**config.mk**
```make
export PLATFORM = sky130hd
export DESIGN_NAME = register_access_arbiter_flat
export DESIGN_NICKNAME = d
export VERILOG_FILES = /design/src/rtl/register_access_arbiter_pkg.sv /design/src/rtl/register_access_arbiter_if.sv /design/src/rtl/register_access_arbiter_rr_arbiter.sv /design/src/rtl/register_access_arbiter.sv /design/src/flat_wrapper.sv
export SDC_FILE = /design/constraint.sdc
export NUM_CORES = 1
export LEC_CHECK = 0
export ABC_CLOCK_PERIOD_IN_PS = 1400
export CORE_ASPECT_RATIO = 0.75
export CORE_MARGIN = 1.5
export CORE_UTILIZATION = 37
export DETAILED_ROUTE_END_ITERATION = 8
export PLACE_DENSITY = 0.76
export SLEW_MARGIN = 20
export SYNTH_ARGS = -nofsm -noshare
export SYNTH_HDL_FRONTEND = slang
export SYNTH_HIERARCHICAL = 1
export SYNTH_SLANG_ARGS = --single-unit
```
**constraint.sdc**
```tcl
create_clock -name clock -period 1.4 [get_ports clock]
set_input_delay 0.14 -clock clock [delete_from_list [all_inputs] [get_ports clock]]
set_output_delay 0.14 -clock clock [all_outputs]
set_load 0.005 [all_outputs]
```
**src/rtl/register_access_arbiter_pkg.sv**
```systemverilog
// -----------------------------------------------------------------------------
// register_arbiter_pkg
//
// Shared definitions for the register access arbiter:
//   state_t    - arbiter FSM states (IDLE / ISSUE / CAPTURE / CLEAR)
//   REG_COUNT  - number of slots in the register unit
//   REG_WIDTH  - default register data width
//   ADDR_WIDTH - default register address width
//   idx_to_onehot - converts a requester index to a one-hot vector
// -----------------------------------------------------------------------------
package register_arbiter_pkg;

    typedef enum logic [1:0] {
        IDLE    = 2'd0,
        ISSUE   = 2'd1,
        CAPTURE = 2'd2,
        CLEAR   = 2'd3
    } state_t;

    localparam int REG_COUNT  = 16;
    localparam int REG_WIDTH  = 8;
    localparam int ADDR_WIDTH = 4;

    // Widest requester vector the arbiter supports (NUM_REQ is 2..4).
    localparam int MAX_REQ = 4;

    // One-hot encode a requester index; the caller truncates to NUM_REQ bits.
    function automatic logic [MAX_REQ-1:0] idx_to_onehot(input logic [1:0] idx);
        logic [MAX_REQ-1:0] vec;
        vec      = '0;
        vec[idx] = 1'b1;
        return vec;
    endfunction

endpackage

```
**src/rtl/register_access_arbiter_if.sv**
```systemverilog
// -----------------------------------------------------------------------------
// register_access_arbiter_if
//
// Requester-side bus of the register access arbiter. All requesters share
// one instance; per-requester fields are packed side by side.
//   req   [NUM_REQ]              level request, held until gnt
//   we    [NUM_REQ]              1 = write, 0 = read
//   addr  [NUM_REQ*ADDR_WIDTH]   requester i at [i*ADDR_WIDTH +: ADDR_WIDTH]
//   wdata [NUM_REQ*REG_WIDTH]    requester i at [i*REG_WIDTH +: REG_WIDTH]
//   gnt   [NUM_REQ]              one-hot grant pulse
//   done  [NUM_REQ]              one-hot completion pulse
//   rdata [REG_WIDTH]            read data, valid with done
//   err   [NUM_REQ]              write-protect violation, pulses with done
//                                (only when REG_ARB_WRITE_PROTECT_EN is defined)
//
// Modports: master = requesters, slave = arbiter.
// -----------------------------------------------------------------------------
interface register_access_arbiter_if #(
    parameter int NUM_REQ    = 2,
    parameter int REG_WIDTH  = 8,
    parameter int ADDR_WIDTH = 4
) ();

    logic [NUM_REQ-1:0]            req;
    logic [NUM_REQ-1:0]            we;
    logic [NUM_REQ*ADDR_WIDTH-1:0] addr;
    logic [NUM_REQ*REG_WIDTH-1:0]  wdata;
    logic [NUM_REQ-1:0]            gnt;
    logic [NUM_REQ-1:0]            done;
    logic [REG_WIDTH-1:0]          rdata;
`ifdef REG_ARB_WRITE_PROTECT_EN
    logic [NUM_REQ-1:0]            err;
`endif

    modport master (
        output req, we, addr, wdata,
        input  gnt, done, rdata
`ifdef REG_ARB_WRITE_PROTECT_EN
        ,
        input  err
`endif
    );

    modport slave (
        input  req, we, addr, wdata,
        output gnt, done, rdata
`ifdef REG_ARB_WRITE_PROTECT_EN
        ,
        output err
`endif
    );

endinterface

```
**src/rtl/register_access_arbiter_rr_arbiter.sv**
```systemverilog
// -----------------------------------------------------------------------------
// rr_arbiter
//
// Combinational round-robin pick. The search starts at the requester just
// after the pointer and wraps, so the last winner has the lowest priority.
//   req [NUM_REQ]  request levels
//   ptr [IDX_W]    index of the previous winner
//   gnt [NUM_REQ]  one-hot winner (all zero when no request)
//   idx [IDX_W]    index of the winner
//   vld            any request present
// -----------------------------------------------------------------------------
module rr_arbiter #(
    parameter int NUM_REQ = 2,
    parameter int IDX_W   = 1
) (
    input  logic [NUM_REQ-1:0] req,
    input  logic [IDX_W-1:0]   ptr,
    output logic [NUM_REQ-1:0] gnt,
    output logic [IDX_W-1:0]   idx,
    output logic               vld
);

    int               cand_int;
    logic [IDX_W-1:0] cand;

    always_comb begin
        gnt      = '0;
        idx      = '0;
        vld      = 1'b0;
        cand_int = 0;
        cand     = '0;
        // Offsets 1..NUM_REQ: the pointer itself is visited last.
        for (int off = 1; off <= NUM_REQ; off++) begin
            cand_int = int'(ptr) + off;
            if (cand_int >= NUM_REQ) begin
                cand_int = cand_int - NUM_REQ;
            end
            cand = IDX_W'(cand_int);
            if (!vld && req[cand]) begin
                vld       = 1'b1;
                idx       = cand;
                gnt[cand] = 1'b1;
            end
        end
    end

endmodule

```
**src/rtl/register_access_arbiter.sv**
```systemverilog
// -----------------------------------------------------------------------------
// register_access_arbiter
//
// Shares a 16 x REG_WIDTH register unit between NUM_REQ requesters with
// round-robin arbitration, and sequences a whole-unit clear on request.
// Each access takes three cycles: IDLE (pick) -> ISSUE (unit samples
// load/addr) -> CAPTURE (unit data_out valid) and done pulses in the next
// IDLE cycle, which may already pick the following access.
//
// Ports:
//   clock        system clock, posedge
//   reset_n      asynchronous active-low reset
//   bus          requester bus (register_access_arbiter_if.slave)
//   clear_req    pulse: clear all registers (priority over requesters)
//   clear_done   pulse: clear completed
//   rf_reset     register unit reset, active-high, = ~reset_n | clear cycle
//   rf_load      register unit load strobe
//   rf_addr      register unit address
//   rf_data_in   register unit write data
//   rf_data_out  register unit read data (registered inside the unit)
//   wp_mask      per-address write protect (REG_ARB_WRITE_PROTECT_EN only)
//
// Optional feature macro: REG_ARB_WRITE_PROTECT_EN
//   Adds wp_mask and bus.err. Protected writes are granted and completed
//   but never load the unit; err pulses together with done.
// -----------------------------------------------------------------------------
module register_access_arbiter #(
    parameter int NUM_REQ    = 2,
    parameter int REG_WIDTH  = 8,
    parameter int ADDR_WIDTH = 4
) (
    input  logic                        clock,
    input  logic                        reset_n,
    register_access_arbiter_if.slave    bus,
    input  logic                        clear_req,
    output logic                        clear_done,
    output logic                        rf_reset,
    output logic                        rf_load,
    output logic [ADDR_WIDTH-1:0]       rf_addr,
    output logic [REG_WIDTH-1:0]        rf_data_in,
    input  logic [REG_WIDTH-1:0]        rf_data_out
`ifdef REG_ARB_WRITE_PROTECT_EN
    ,
    input  logic [(1<<ADDR_WIDTH)-1:0]  wp_mask
`endif
);

    import register_arbiter_pkg::*;

    localparam int IDX_W = (NUM_REQ > 1) ? $clog2(NUM_REQ) : 1;

    state_t               state;
    state_t               state_nxt;

    logic [IDX_W-1:0]     ptr;
    logic [IDX_W-1:0]     ptr_nxt;
    logic [IDX_W-1:0]     cur_idx;
    logic [IDX_W-1:0]     cur_idx_nxt;
    logic                 cur_we;
    logic                 cur_we_nxt;
    logic                 pending;
    logic                 pending_nxt;

    logic [NUM_REQ-1:0]   gnt_q;
    logic [NUM_REQ-1:0]   gnt_nxt;
    logic [NUM_REQ-1:0]   done_q;
    logic [NUM_REQ-1:0]   done_nxt;
    logic [REG_WIDTH-1:0] rdata_q;
    logic [REG_WIDTH-1:0] rdata_nxt;
    logic                 rf_load_nxt;
    logic [ADDR_WIDTH-1:0] rf_addr_nxt;
    logic [REG_WIDTH-1:0] rf_data_in_nxt;
    logic                 clear_done_nxt;

`ifdef REG_ARB_WRITE_PROTECT_EN
    logic                 cur_err;
    logic                 cur_err_nxt;
    logic [NUM_REQ-1:0]   err_q;
    logic [NUM_REQ-1:0]   err_nxt;
`endif

    logic [NUM_REQ-1:0]   pick_onehot;
    logic [IDX_W-1:0]     pick_idx;
    logic                 pick_vld;

    logic                 sel_we;
    logic [ADDR_WIDTH-1:0] sel_addr;
    logic [REG_WIDTH-1:0] sel_wdata;
    logic                 sel_blk;
    logic                 clear_pulse;
    logic                 clear_wanted;

    rr_arbiter #(
        .NUM_REQ (NUM_REQ),
        .IDX_W   (IDX_W)
    ) u_rr_arbiter (
        .req (bus.req),
        .ptr (ptr),
        .gnt (pick_onehot),
        .idx (pick_idx),
        .vld (pick_vld)
    );

    // Fields of the requester picked this cycle.
    always_comb begin
        sel_we    = 1'b0;
        sel_addr  = '0;
        sel_wdata = '0;
        for (int i = 0; i < NUM_REQ; i++) begin
            if (pick_idx == IDX_W'(i)) begin
                sel_we    = bus.we[i];
                sel_addr  = bus.addr[i*ADDR_WIDTH +: ADDR_WIDTH];
                sel_wdata = bus.wdata[i*REG_WIDTH +: REG_WIDTH];
            end
        end
    end

`ifdef REG_ARB_WRITE_PROTECT_EN
    assign sel_blk = wp_mask[sel_addr];
`else
    assign sel_blk = 1'b0;
`endif

    // A clear_req seen in IDLE is acted on immediately; elsewhere it waits
    // in pending until the in-flight access has completed.
    assign clear_wanted = pending | clear_req;
    assign clear_pulse  = (state == CLEAR);
    assign rf_reset     = ~reset_n | clear_pulse;

    // ---- state register ----------------------------------------------------
    always_ff @(posedge clock or negedge reset_n) begin
        if (!reset_n) begin
            state <= IDLE;
        end else begin
            state <= state_nxt;
        end
    end

    // ---- next-state logic --------------------------------------------------
    always_comb begin
        state_nxt = state;
        case (state)
            IDLE: begin
                if (clear_wanted) begin
                    state_nxt = CLEAR;
                end else if (pick_vld) begin
                    state_nxt = ISSUE;
                end
            end
            ISSUE:   state_nxt = CAPTURE;
            CAPTURE: state_nxt = IDLE;
            CLEAR:   state_nxt = IDLE;
            default: state_nxt = IDLE;
        endcase
    end

    // ---- output / datapath next values -------------------------------------
    always_comb begin
        gnt_nxt        = '0;
        done_nxt       = '0;
        rdata_nxt      = rdata_q;
        rf_load_nxt    = 1'b0;
        rf_addr_nxt    = rf_addr;
        rf_data_in_nxt = rf_data_in;
        clear_done_nxt = 1'b0;
        ptr_nxt        = ptr;
        cur_idx_nxt    = cur_idx;
        cur_we_nxt     = cur_we;
        pending_nxt    = clear_wanted;
`ifdef REG_ARB_WRITE_PROTECT_EN
        cur_err_nxt    = cur_err;
        err_nxt        = '0;
`endif
        case (state)
            IDLE: begin
                if (!clear_wanted && pick_vld) begin
                    gnt_nxt        = pick_onehot;
                    rf_addr_nxt    = sel_addr;
                    rf_data_in_nxt = sel_wdata;
                    rf_load_nxt    = sel_we & ~sel_blk;
                    ptr_nxt        = pick_idx;
                    cur_idx_nxt    = pick_idx;
                    cur_we_nxt     = sel_we;
`ifdef REG_ARB_WRITE_PROTECT_EN
                    cur_err_nxt    = sel_we & sel_blk;
`endif
                end
            end
            CAPTURE: begin
                done_nxt = NUM_REQ'(idx_to_onehot(2'(cur_idx)));
                if (!cur_we) begin
                    rdata_nxt = rf_data_out;
                end
`ifdef REG_ARB_WRITE_PROTECT_EN
                if (cur_err) begin
                    err_nxt = NUM_REQ'(idx_to_onehot(2'(cur_idx)));
                end
`endif
            end
            CLEAR: begin
                clear_done_nxt = 1'b1;
                // clear_req arriving during CLEAR is absorbed.
                pending_nxt    = 1'b0;
            end
            default: ;
        endcase
    end

    // ---- registered outputs and access context -----------------------------
    always_ff @(posedge clock or negedge reset_n) begin
        if (!reset_n) begin
            gnt_q      <= '0;
            done_q     <= '0;
            rdata_q    <= '0;
            rf_load    <= 1'b0;
            rf_addr    <= '0;
            rf_data_in <= '0;
            clear_done <= 1'b0;
            ptr        <= IDX_W'(NUM_REQ - 1);
            cur_idx    <= '0;
            cur_we     <= 1'b0;
            pending    <= 1'b0;
`ifdef REG_ARB_WRITE_PROTECT_EN
            cur_err    <= 1'b0;
            err_q      <= '0;
`endif
        end else begin
            gnt_q      <= gnt_nxt;
            done_q     <= done_nxt;
            rdata_q    <= rdata_nxt;
            rf_load    <= rf_load_nxt;
            rf_addr    <= rf_addr_nxt;
            rf_data_in <= rf_data_in_nxt;
            clear_done <= clear_done_nxt;
            ptr        <= ptr_nxt;
            cur_idx    <= cur_idx_nxt;
            cur_we     <= cur_we_nxt;
            pending    <= pending_nxt;
`ifdef REG_ARB_WRITE_PROTECT_EN
            cur_err    <= cur_err_nxt;
            err_q      <= err_nxt;
`endif
        end
    end

    assign bus.gnt   = gnt_q;
    assign bus.done  = done_q;
    assign bus.rdata = rdata_q;
`ifdef REG_ARB_WRITE_PROTECT_EN
    assign bus.err   = err_q;
`endif

endmodule

```
**src/flat_wrapper.sv**
```systemverilog
// flat-port wrapper written by rule: the top's interface ports become plain ports
module register_access_arbiter_flat import register_arbiter_pkg::*;
#(
    parameter int NUM_REQ    = 2,
    parameter int REG_WIDTH  = 8,
    parameter int ADDR_WIDTH = 4
)
  (clock, reset_n, clear_req, clear_done, rf_reset, rf_load, rf_addr, rf_data_in, rf_data_out, bus_req, bus_we, bus_addr, bus_wdata, bus_gnt, bus_done, bus_rdata);
  register_access_arbiter_if #(.NUM_REQ(NUM_REQ), .REG_WIDTH(REG_WIDTH), .ADDR_WIDTH(ADDR_WIDTH)) bus_i ();
  input  logic clock;
  input  logic reset_n;
  input  logic clear_req;
  output logic clear_done;
  output logic rf_reset;
  output logic rf_load;
  output logic [ADDR_WIDTH-1:0] rf_addr;
  output logic [REG_WIDTH-1:0] rf_data_in;
  input  logic [REG_WIDTH-1:0] rf_data_out;
  input wire logic [$bits(bus_i.req)-1:0] bus_req;
  input wire logic [$bits(bus_i.we)-1:0] bus_we;
  input wire logic [$bits(bus_i.addr)-1:0] bus_addr;
  input wire logic [$bits(bus_i.wdata)-1:0] bus_wdata;
  output wire logic [$bits(bus_i.gnt)-1:0] bus_gnt;
  output wire logic [$bits(bus_i.done)-1:0] bus_done;
  output wire logic [$bits(bus_i.rdata)-1:0] bus_rdata;
  assign bus_i.req = bus_req;
  assign bus_i.we = bus_we;
  assign bus_i.addr = bus_addr;
  assign bus_i.wdata = bus_wdata;
  assign bus_gnt = bus_i.gnt;
  assign bus_done = bus_i.done;
  assign bus_rdata = bus_i.rdata;
  register_access_arbiter #(.NUM_REQ(NUM_REQ), .REG_WIDTH(REG_WIDTH), .ADDR_WIDTH(ADDR_WIDTH)) u_core (.clock(clock), .reset_n(reset_n), .bus(bus_i), .clear_req(clear_req), .clear_done(clear_done), .rf_reset(rf_reset), .rf_load(rf_load), .rf_addr(rf_addr), .rf_data_in(rf_data_in), .rf_data_out(rf_data_out));
endmodule
```
==> reports/metrics.cfg <==
[status]
status=finished with violations
violations=setup timing

[floorplan]
core-area_sq_mm=0.003685
boundaryPins=66
chipHeight_um=56.94
initial_core_util=0.3895
die_w_um=74.92
num_rows=19
die-area_sq_mm=0.004265

[sta]
slew_headroom=0.7302
setup_viol=3
tightestPinTransition_ps=404.7
skew_ps=6.843
fin_ws_ps=-23.66
fin_crit_sh=1.017
max_freq_mhz=702.4
grt_setup_unrepaired=true
period_needed_ps=1424
hold_viol_final=0
drv_slew=0

[route]
wl_per_cell_um=14.72
drcViolationCount=0
dr_total_vias=1211
wirelength_mm=3.635
drt_first_iter_violations=83
drt-pass1-iter-count=4
vias_per_cell=4.903
antenna_left=0

[cts]
cts_htree_levels=2
cts-buffers-inserted=5
cts_tree=yes
clk_pin_slew_ps=70
cts-root-buf=clkbuf_8
clock_sinks=32
holdBufCountCts=0
insertion_delay_ps=290
cts_buffer_depth=2

[logic_synthesis]
yosysUniqueCellTypes=24
ys_ff_latch=32
synth_flop_cell=dfrtp_1
syn_avg_cell_area_sq_um=12.81
synthCells=112
synth_edf_count=0
yosysWarnings=6
ys_seq_area_frac=0.5588
syn-cell-area_sq_mm=0.001435
synthesis.nets=151
async_flop_share=1.000

[setup_path]
critical_path_class=flip-flop to flip-flop
arrival_ps=1590
crit_fanout=5
worstPathRequired_ps=1570
endpoint_kind=flip-flop
r2r_setup_slack_ps=-20
start_kind=flip-flop

[global_route]
first_global_vias=1267
antenna_found_initial=0
grt_max_degree=33
track_usage=0.1808
grt_remaining_overflow=0
grt_pass1_wl_mm=5.616

[pwr]
p_int_mw=3.125
power_frac_seq=0.371
ir_drop_mv=1.073
leakage_nw=1.022
power_switching_mw=1.320
pwr-share-clk=0.165
power_density_mw_per_mm2=1847
combPwrFrac=0.465
swShare=0.2970

[layout]
drive_above_1_share=0.2718
nets=233
finalNonFillerCells=247
diodes=0
syn2layout_area_growth_pct=67.65
fin_util=0.6530

[placement]
dpl.hpwl_mm=2.518
placed_cells=232
dp_slack_ps=-205.8
gp_congestion=0.7296
portBuffers=65

[worst_hold_path]
hp-class=input port to async pin

[flow_run]
maxCapViolCount=0

==> cell usage after synthesis (2+ instances only) <==
library cell	number	area share
mux2_2	9	0.071
inv_1	2	0.0052
a21boi_0	2	0.010
a21oi_1	13	0.045
a31oi_1	13	0.057
buf_6	2	0.016
and3_2	2	0.010
dfrtp_1	31	0.54
nor3_1	3	0.010
clkbuf_8	4	0.038
nor2_1	6	0.016
mux2i_1	13	0.091
==> routing by layer <==
layer | vias up | GRT usage | share of wire
met5 | - | 0 | 0
met1 | 594 | 0.2057 | 0.41
met4 | 0 | 0.08052 | 0.021
met3 | 8 | 0.06360 | 0.056
li1 | 568 | - | -
met2 | 41 | 0.3047 | 0.51
==> worst max-delay path, cell delays in order (launching register included) <==
cell     delay [ps]
dfrtp_2         420
buf_6           140
nor4_4          210
buf_6           170
nand2_2          90
mux2_2          280
==> timing repair <==
action	in CTS	in global routing
buffers inserted	5	0
pin swaps	0	4
gates cloned	2	0
endpoints found under the hold margin	0	0
setup endpoints to repair	3	24
gates resized for setup	8	31
==> state kept, by name, indices dropped and copies added, names as in the netlist <==
name and flops:
u_core/rf_data_in 8, u_core/cur_idx 1, u_core/pending 1, u_core/bus.gnt 2
u_core/ptr 1, u_core/bus.done 2, u_core/cur_we 1, u_core/bus.rdata 8
u_core/state 2, u_core/rf_addr 4, u_core/rf_load 1, u_core/clear_done 1
==> power groups by stage <==
stage / clock [mW] / sequential (mW) / combinational (mW)
CTS: 0.745 / 1.61 / 1.82
finish: 0.732 / 1.65 / 2.07
global route: 0.790 / 1.69 / 2.21
detailed placement: 0 / 1.65 / 1.68
floorplan: 0 / 1.64 / 0.682
global placement: 0 / 1.62 / 1.63
==> per-stage QoR <==
stage               power [mW]  area, sq um  hold slack (ps)  setup TNS, ps
CTS                      4.174         2291            291.3         -44.57
global route             4.696         2406            336.9         -307.3
detailed placement       3.332         2135            462.7          -2539
floorplan                2.321         1435           -155.6              0
finish                   4.445         2406            280.8         -46.18
global placement         3.252         2135            454.0          -2132
==> cell type report <==
class                   count  area (sq um)
fillers                   293          1279
repair buffers             83         830.8
flip-flops and latches     32         803.3
multi-input cells          70         609.3
clock buffers               8         90.09
well taps                  52         65.06
inverters                   2         7.507
==> cells in the final DEF, fill, tap and decap left out, types with 2 or more instances in the layout <==
cell / count
a21oi_1: 5
a21oi_2: 8
a31oi_1: 13
and3_2: 2
buf_4: 8
buf_6: 8
buf_8: 2
clkbuf_1: 2
clkbuf_8: 6
clkdlybuf4s50_1: 64
dfrtp_1: 30
inv_1: 2
mux2_4: 9
mux2i_1: 12
nor2_1: 6
nor3_1: 3
==> worst paths after layout <==
| check | endpoint | cells past startpoint | start |
|---|---|---|---|
| setup reg to reg | u_core/cur_idx | 5 | u_core/state[1] |
| hold reg to reg | u_core/bus.done[0] | 1 | u_core/cur_idx |
| min in group clock | u_core/bus.done[0] | 1 | u_core/cur_idx |
| setup / recovery | u_core/cur_idx | 5 | u_core/state[1] |
| max in group asynchronous | u_core/ptr | 2 | reset_n |
| hold / removal | u_core/bus.rdata[7] | 2 | reset_n |
==> kinds of logic after synthesis <==
family | share of synthesized area
compound gates | 0.1177
buf+inv | 0.07672
flops | 0.5588
mux | 0.1691
simple gates | 0.07760
No activity file was read; power rests on OpenSTA's default activity.
